===== src/rtl/ifetch_pkg.sv =====
// Shared types and constants for the instruction fetch front end.
package ifetch_pkg;

  localparam int unsigned XLEN       = 32;
  localparam int unsigned INST_BYTES = 4;

  typedef struct packed {
    logic [31:0] pc;
    logic [31:0] inst;
  } fetch_entry_t;

  typedef enum logic [1:0] {
    IDLE  = 2'd0,
    RUN   = 2'd1,
    DRAIN = 2'd2
  } fetch_state_t;

  // Fetch addresses are word aligned; low bits of a redirect target are dropped.
  function automatic logic [31:0] align_pc(input logic [31:0] a);
    return {a[31:2], 2'b00};
  endfunction

endpackage


===== src/rtl/ifetch_fifo.sv =====
// Synchronous FIFO of fetch entries with flush; head is read straight from storage.
module ifetch_fifo
  import ifetch_pkg::*;
#(
  parameter int unsigned DEPTH = 4,
  localparam int unsigned AW = (DEPTH > 1) ? $clog2(DEPTH) : 1,
  localparam int unsigned CW = $clog2(DEPTH + 1)
) (
  input  logic         clk,
  input  logic         rst,
  input  logic         push,
  input  fetch_entry_t wdata,
  input  logic         pop,
  input  logic         flush,
  output fetch_entry_t head,
  output logic [CW-1:0] count,
  output logic         empty,
  output logic         full
);

  fetch_entry_t  mem_q [DEPTH];
  fetch_entry_t  mem_d [DEPTH];
  logic [AW-1:0] wr_q, wr_d;
  logic [AW-1:0] rd_q, rd_d;
  logic [CW-1:0] cnt_q, cnt_d;
  logic          do_push;
  logic          do_pop;

  function automatic logic [AW-1:0] bump(input logic [AW-1:0] p);
    return (32'(p) == DEPTH - 1) ? '0 : p + AW'(1);
  endfunction

  assign empty = (cnt_q == '0);
  assign full  = (cnt_q == CW'(DEPTH));
  assign count = cnt_q;
  assign head  = mem_q[rd_q];

  // A push into a full FIFO is legal only when the head leaves in the same cycle.
  always_comb begin
    mem_d   = mem_q;
    wr_d    = wr_q;
    rd_d    = rd_q;
    cnt_d   = cnt_q;
    do_pop  = pop && !empty;
    do_push = push && (!full || do_pop);
    if (flush) begin
      wr_d  = '0;
      rd_d  = '0;
      cnt_d = '0;
    end else begin
      if (do_push) begin
        mem_d[wr_q] = wdata;
        wr_d        = bump(wr_q);
      end
      if (do_pop) begin
        rd_d = bump(rd_q);
      end
      case ({do_push, do_pop})
        2'b10:   cnt_d = cnt_q + CW'(1);
        2'b01:   cnt_d = cnt_q - CW'(1);
        default: cnt_d = cnt_q;
      endcase
    end
  end

  always_ff @(posedge clk or negedge rst) begin
    if (!rst) begin
      for (int unsigned i = 0; i < DEPTH; i++) mem_q[i] <= '0;
      wr_q  <= '0;
      rd_q  <= '0;
      cnt_q <= '0;
    end else begin
      mem_q <= mem_d;
      wr_q  <= wr_d;
      rd_q  <= rd_d;
      cnt_q <= cnt_d;
    end
  end

endmodule


===== src/rtl/ifetch.sv =====
// Instruction fetch front end: owns the fetch pc, issues in-order memory requests,
// buffers returned words for decode and discards responses made stale by redirects.
module ifetch
  import ifetch_pkg::*;
#(
  parameter int unsigned DEPTH      = 4,
  parameter int unsigned MAX_OUT    = 2,
  parameter logic [31:0] RESET_ADDR = 32'h0000_0000
) (
  input  logic        clk,
  input  logic        rst,
  input  logic        redir_valid,
  input  logic        redir_rel,
  input  logic [31:0] redir_pc,
  input  logic [31:0] redir_off,
  output logic        req_valid,
  input  logic        req_ready,
  output logic [31:0] req_addr,
  input  logic        rsp_valid,
  input  logic [31:0] rsp_data,
  output logic        out_valid,
  input  logic        out_ready,
  output logic [31:0] out_pc,
  output logic [31:0] out_inst
);

  localparam int unsigned BCW = $clog2(DEPTH + 1);
  localparam int unsigned QCW = $clog2(MAX_OUT + 1);

  fetch_state_t   state_q, state_d;
  logic [31:0]    faddr_q, faddr_d;
  logic [QCW-1:0] drop_q, drop_d;

  fetch_entry_t   buf_head, buf_wdata;
  logic [BCW-1:0] buf_cnt;
  logic           buf_empty, buf_full, buf_push, buf_pop;

  fetch_entry_t   infl_head, infl_wdata;
  logic [QCW-1:0] infl_cnt;
  logic           infl_empty, infl_full;

  logic           req_fire;
  logic [31:0]    redir_tgt;
  logic           unused_infl;

  // Credit check counts both in-flight and buffered words so a kept response always fits.
  assign req_valid = (state_q != IDLE) && !redir_valid && !infl_full &&
                     ((32'(infl_cnt) + 32'(buf_cnt)) < DEPTH);
  assign req_addr  = faddr_q;
  assign req_fire  = req_valid && req_ready;

  assign redir_tgt = redir_rel ? (redir_pc + redir_off) : redir_off;

  assign infl_wdata  = '{pc: faddr_q, inst: 32'h0};
  assign buf_wdata   = '{pc: infl_head.pc, inst: rsp_data};
  assign buf_push    = rsp_valid && !redir_valid && (drop_q == '0);
  assign buf_pop     = out_ready && !buf_empty && !redir_valid;
  assign unused_infl = ^infl_head.inst;

  assign out_valid = !buf_empty;
  assign out_pc    = buf_empty ? 32'h0 : buf_head.pc;
  assign out_inst  = buf_empty ? 32'h0 : buf_head.inst;

  always_comb begin
    state_d = state_q;
    faddr_d = faddr_q;
    drop_d  = drop_q;
    if (rsp_valid && (drop_q != '0)) begin
      drop_d = drop_q - QCW'(1);
    end
    if (req_fire) begin
      faddr_d = faddr_q + 32'(INST_BYTES);
    end
    // Every response still owed at a redirect is stale, including one arriving now.
    if (redir_valid) begin
      faddr_d = align_pc(redir_tgt);
      drop_d  = infl_cnt - QCW'(rsp_valid);
    end
    case (state_q)
      IDLE:    state_d = RUN;
      RUN:     if (redir_valid && (drop_d != '0)) state_d = DRAIN;
      DRAIN:   if (drop_d == '0) state_d = RUN;
      default: state_d = IDLE;
    endcase
  end

  always_ff @(posedge clk or negedge rst) begin
    if (!rst) begin
      state_q <= IDLE;
      faddr_q <= RESET_ADDR;
      drop_q  <= '0;
    end else begin
      state_q <= state_d;
      faddr_q <= faddr_d;
      drop_q  <= drop_d;
    end
  end

  ifetch_fifo #(.DEPTH(DEPTH)) u_ibuf (
    .clk   (clk),
    .rst   (rst),
    .push  (buf_push),
    .wdata (buf_wdata),
    .pop   (buf_pop),
    .flush (redir_valid),
    .head  (buf_head),
    .count (buf_cnt),
    .empty (buf_empty),
    .full  (buf_full)
  );

  // Pc of every issued request, matched in order with returning responses.
  ifetch_fifo #(.DEPTH(MAX_OUT)) u_inflight (
    .clk   (clk),
    .rst   (rst),
    .push  (req_fire),
    .wdata (infl_wdata),
    .pop   (rsp_valid),
    .flush (1'b0),
    .head  (infl_head),
    .count (infl_cnt),
    .empty (infl_empty),
    .full  (infl_full)
  );

  a_rsp_has_owner : assert property (@(posedge clk) disable iff (!rst)
    rsp_valid |-> !infl_empty);

  a_kept_rsp_fits : assert property (@(posedge clk) disable iff (!rst)
    buf_push |-> !buf_full);

endmodule


===== config.mk =====
export PLATFORM = sky130hd
export DESIGN_NAME = ifetch
export DESIGN_NICKNAME = d
export VERILOG_FILES = /design/src/rtl/ifetch_pkg.sv /design/src/rtl/ifetch_fifo.sv /design/src/rtl/ifetch.sv
export SDC_FILE = /design/constraint.sdc
export NUM_CORES = 1
export LEC_CHECK = 0
export ABC_AREA = 0
export BUFFER_PORTS_ARGS = -buffer_cell sky130_fd_sc_hd__buf_2
export CAP_MARGIN = 25
export CORE_MARGIN = 2
export CORE_UTILIZATION = 45
export CTS_CLUSTER_DIAMETER = 200
export DETAILED_ROUTE_END_ITERATION = 8
export HOLD_SLACK_MARGIN = 0.1
export PLACE_DENSITY = 0.74
export SKIP_LAST_GASP = 1
export SYNTH_ARGS = -nofsm -noshare
export SYNTH_HDL_FRONTEND = slang
export SYNTH_HIERARCHICAL = 1
export SYNTH_SLANG_ARGS = --single-unit

===== constraint.sdc =====
create_clock -name clk -period 4.4 [get_ports clk]
set_clock_uncertainty 0.1 [all_clocks]
set_input_delay 0.44 -clock clk [delete_from_list [all_inputs] [get_ports clk]]
set_output_delay 0.44 -clock clk [all_outputs]
set_load 0.02 [all_outputs]

==> implementation parameters <==
Parameter                              Value

Synth
  Synthesized instance count ... ~1400
  Combined area of all synthesized cells ... 0.0202 mm²
  Synth warnings ... 6
  Mean instance size in the synthesized netlist ... about 14 µm²

Clock tree
  Number of CTS-inserted buffers ... 41
  Clock sinks ... approximately 370
  TritonCTS clock tree ... yes
  Root buffer selected by CTS ... clkbuf_16
  Max Root-Sink Buffers ... 3
  Source-to-sink clock delay at the later pin of the worst-skew pair ... between 0.5 and 0.6 ns
  CTS H-tree depth ... 2
  Post-CTS Setup Inserts ... 0
  CTS clock-pin slew for the worst setup and hold paths ... approximately 0.06 ns

Timing
  Total negative slack ... 0 ns
  Highest attainable clock frequency ... 288 MHz
  # setup viols final ... 0
  Worst relative slew slack ... a little under 40%
  Setup repair after global routing missed its margin ... no
  Final setup slack of the worst path ... between 0.9 and 1 ns
  Slew @ Worst Pin ... between 0.9 and 1 ns
  Minimum clock period after layout ... roughly 3.5 ns
  Fin. max-slew vios ... 0
  Final Hold Fails ... 0
  Share of the cycle needed by the critical path after routing ... around four fifths

Layout
  Count of fill cells added during filler insertion ... approximately 3700
  Layout cell share with drive strength beyond 1 ... 43.6%
  Final-stage net count ... about 1800
  Most frequent cells in the layout ... dfrtp_1, mux2_4, buf_2
  Sequential cell area in the final layout ... around 0.009 mm²
  Signed area change from the synthesized netlist to the final layout ... 15.1%
  Multi-input gate area in the final layout ... about 0.010 mm²
  Commonest non-fill, non-tap cell in the layout ... dfrtp_1
  Post-layout utilization of the core ... between 50% and 60%

Min path
  Hold Path Class ... in2reg
  Hold path startpoint ... redir_off[13]
  Count of cells along the worst hold path ... 3
  Hold Path Sink ... req_addr[13]

Die
  Std cell rows ... a little under 80
  Initial standard-cell utilization of the core ... between 40% and 50%
  Die Ht ... ~220 µm
  Die Wd ... between 200 and 250 µm
  Area of the die ... between 0.04 and 0.05 mm²
  Core Footprint ... around 0.044 mm²
  Count of boundary I/O pins ... between 200 and 250

Pwr
  IR Drop Worst-Case VDD ... 300 µV
  Leakage Power ... 0.0115 µW
  Cell Pwr Density ... between 400 and 500 mW/mm²

GRT
  Gr ovfl total ... 0
  Maximum number of pins on one net before global-route repair ... roughly 110
  Number of antenna violations at the first check in global routing ... 0
  Via count of the first global-routing pass ... around 13000
  First-pass GRT wire length ... between 70000 and 80000 µm
  GR Util All Layers ... 19.4%

Critical path
  Register-to-register setup slack ... 1.21 ns
  Worst setup SP type ... flop
  Critical path peak fanout ... 43
  Type of element capturing the critical path ... primary output
  Crit Path Class ... reg2out
  Destination of the worst register-to-register timing path ... u_inflight/mem_q[122]
  Critical path data required time ... 3.86 ns
  RR Startpoint ... u_ibuf/count[1]
  Arrival time at the worst endpoint ... 2.93 ns
  Cell count of the worst reg-to-reg path ... 6

Place
  Post-Place Worst Slack ... around 1.2 ns
  Final estimated routing congestion in global placement ... between 0.8 and 0.9
  DP HPWL ... about 28000 µm
  # port buffers ... 198

Flow run
  Maximum Capacitance Violations ... 0

Detailed routing
  DRC violation total after the first TritonRoute iteration ... between 800 and 900
  Routed vias ... about 12000
  Number of detailed-routing iterations run before antenna repair ... 5
  Per-cell via count in the routed design ... around 5.4
  Routed Antenna Nets ... 0
  Sum of routed wire length over all layers ... about 44000 µm
  DR DRC count ... 0
  Post-DR wirelength/cell ... 19.6 µm

Status
  Outcome ... finished, final reports clean
[per-layer routing]
metal,vias up,GRT usage [%],routed length [µm]
met5,-,0,0
met4,0,5.01,788
met3,51,3.66,2390
met2,280,30.5,20500
met1,6289,27.6,20600
li1,5614,-,-
[registers in the layout (all words and copies together), names as in the netlist]
| name | flops |
|---|---|
| drop_q | 2 |
| req_addr | 30 |
| state_q | 2 |
| u_ibuf/count | 3 |
| u_ibuf/mem_q | 256 |
| u_ibuf/rd_q | 2 |
| u_ibuf/wr_q | 2 |
| u_inflight/count | 2 |
| u_inflight/mem_q | 64 |
| u_inflight/rd_q | 1 |
| u_inflight/wr_q | 1 |
[worst max path at each step]
stage / from / end / depth (start not counted)
floorplan: u_ibuf/count[1] / u_ibuf/mem_q[100] / 10
global placement: u_ibuf/count[1] / u_inflight/mem_q[123] / 6
detailed placement: u_ibuf/count[1] / u_inflight/mem_q[105] / 6
CTS: u_ibuf/rd_q[0] / out_pc[7] / 4
global route: u_ibuf/rd_q[0] / out_inst[28] / 4
finish: u_ibuf/rd_q[0] / out_pc[7] / 4
[repair_timing]
| action | 4_1_cts | 5_1_grt |
|---|---|---|
| endpoints found under the hold margin | 246 | 0 |
| resized for setup | 0 | 0 |
| hold buffers | 46 | 0 |
[layout make-up]
type / instances / share of cell area, %
Timing Repair Buffer: 263 / 7.33
Sequential cell: 365 / 39.4
Clock buffer: 59 / 5.15
Inverter: 22 / 0.356
Antenna cell: 1 / 0.0108
Tap cell: 592 / 3.19
Multi-Input combinational cell: 950 / 43.7
Clock inverter: 14 / 0.804
[metrics by stage]
| step | hold slack [ns] | power, µW | instance area [µm²] | cells |
|---|---|---|---|---|
| 4_1_cts | 0.100 | 10700 | 23200 | 2263 |
| 3_5_place_dp | 0.381 | 7100 | 21300 | 2144 |
| 3_3_place_gp | 0.355 | 6990 | 21300 | 2144 |
| 5_1_grt | 0.140 | 11100 | 23200 | 2265 |
| 2_1_floorplan | 0.0444 | 6400 | 20200 | 1423 |
| 6_report | 0.127 | 10600 | 23200 | 2266 |
[report_power, final]
group | switching (µW) | total, µW | internal (µW)
Combinational | 1050 | 2600 | 1550
Clock | 1410 | 3490 | 2080
Sequential | 460 | 4490 | 4030
[worst max-delay path: stages (launching register included)]
cell,delay (ns)
dfrtp_4,1.00
buf_4,0.44
mux4_2,0.53
nor2b_1,0.15
buf_2,0.21
Note: power is estimated with default switching activity, not from simulation.
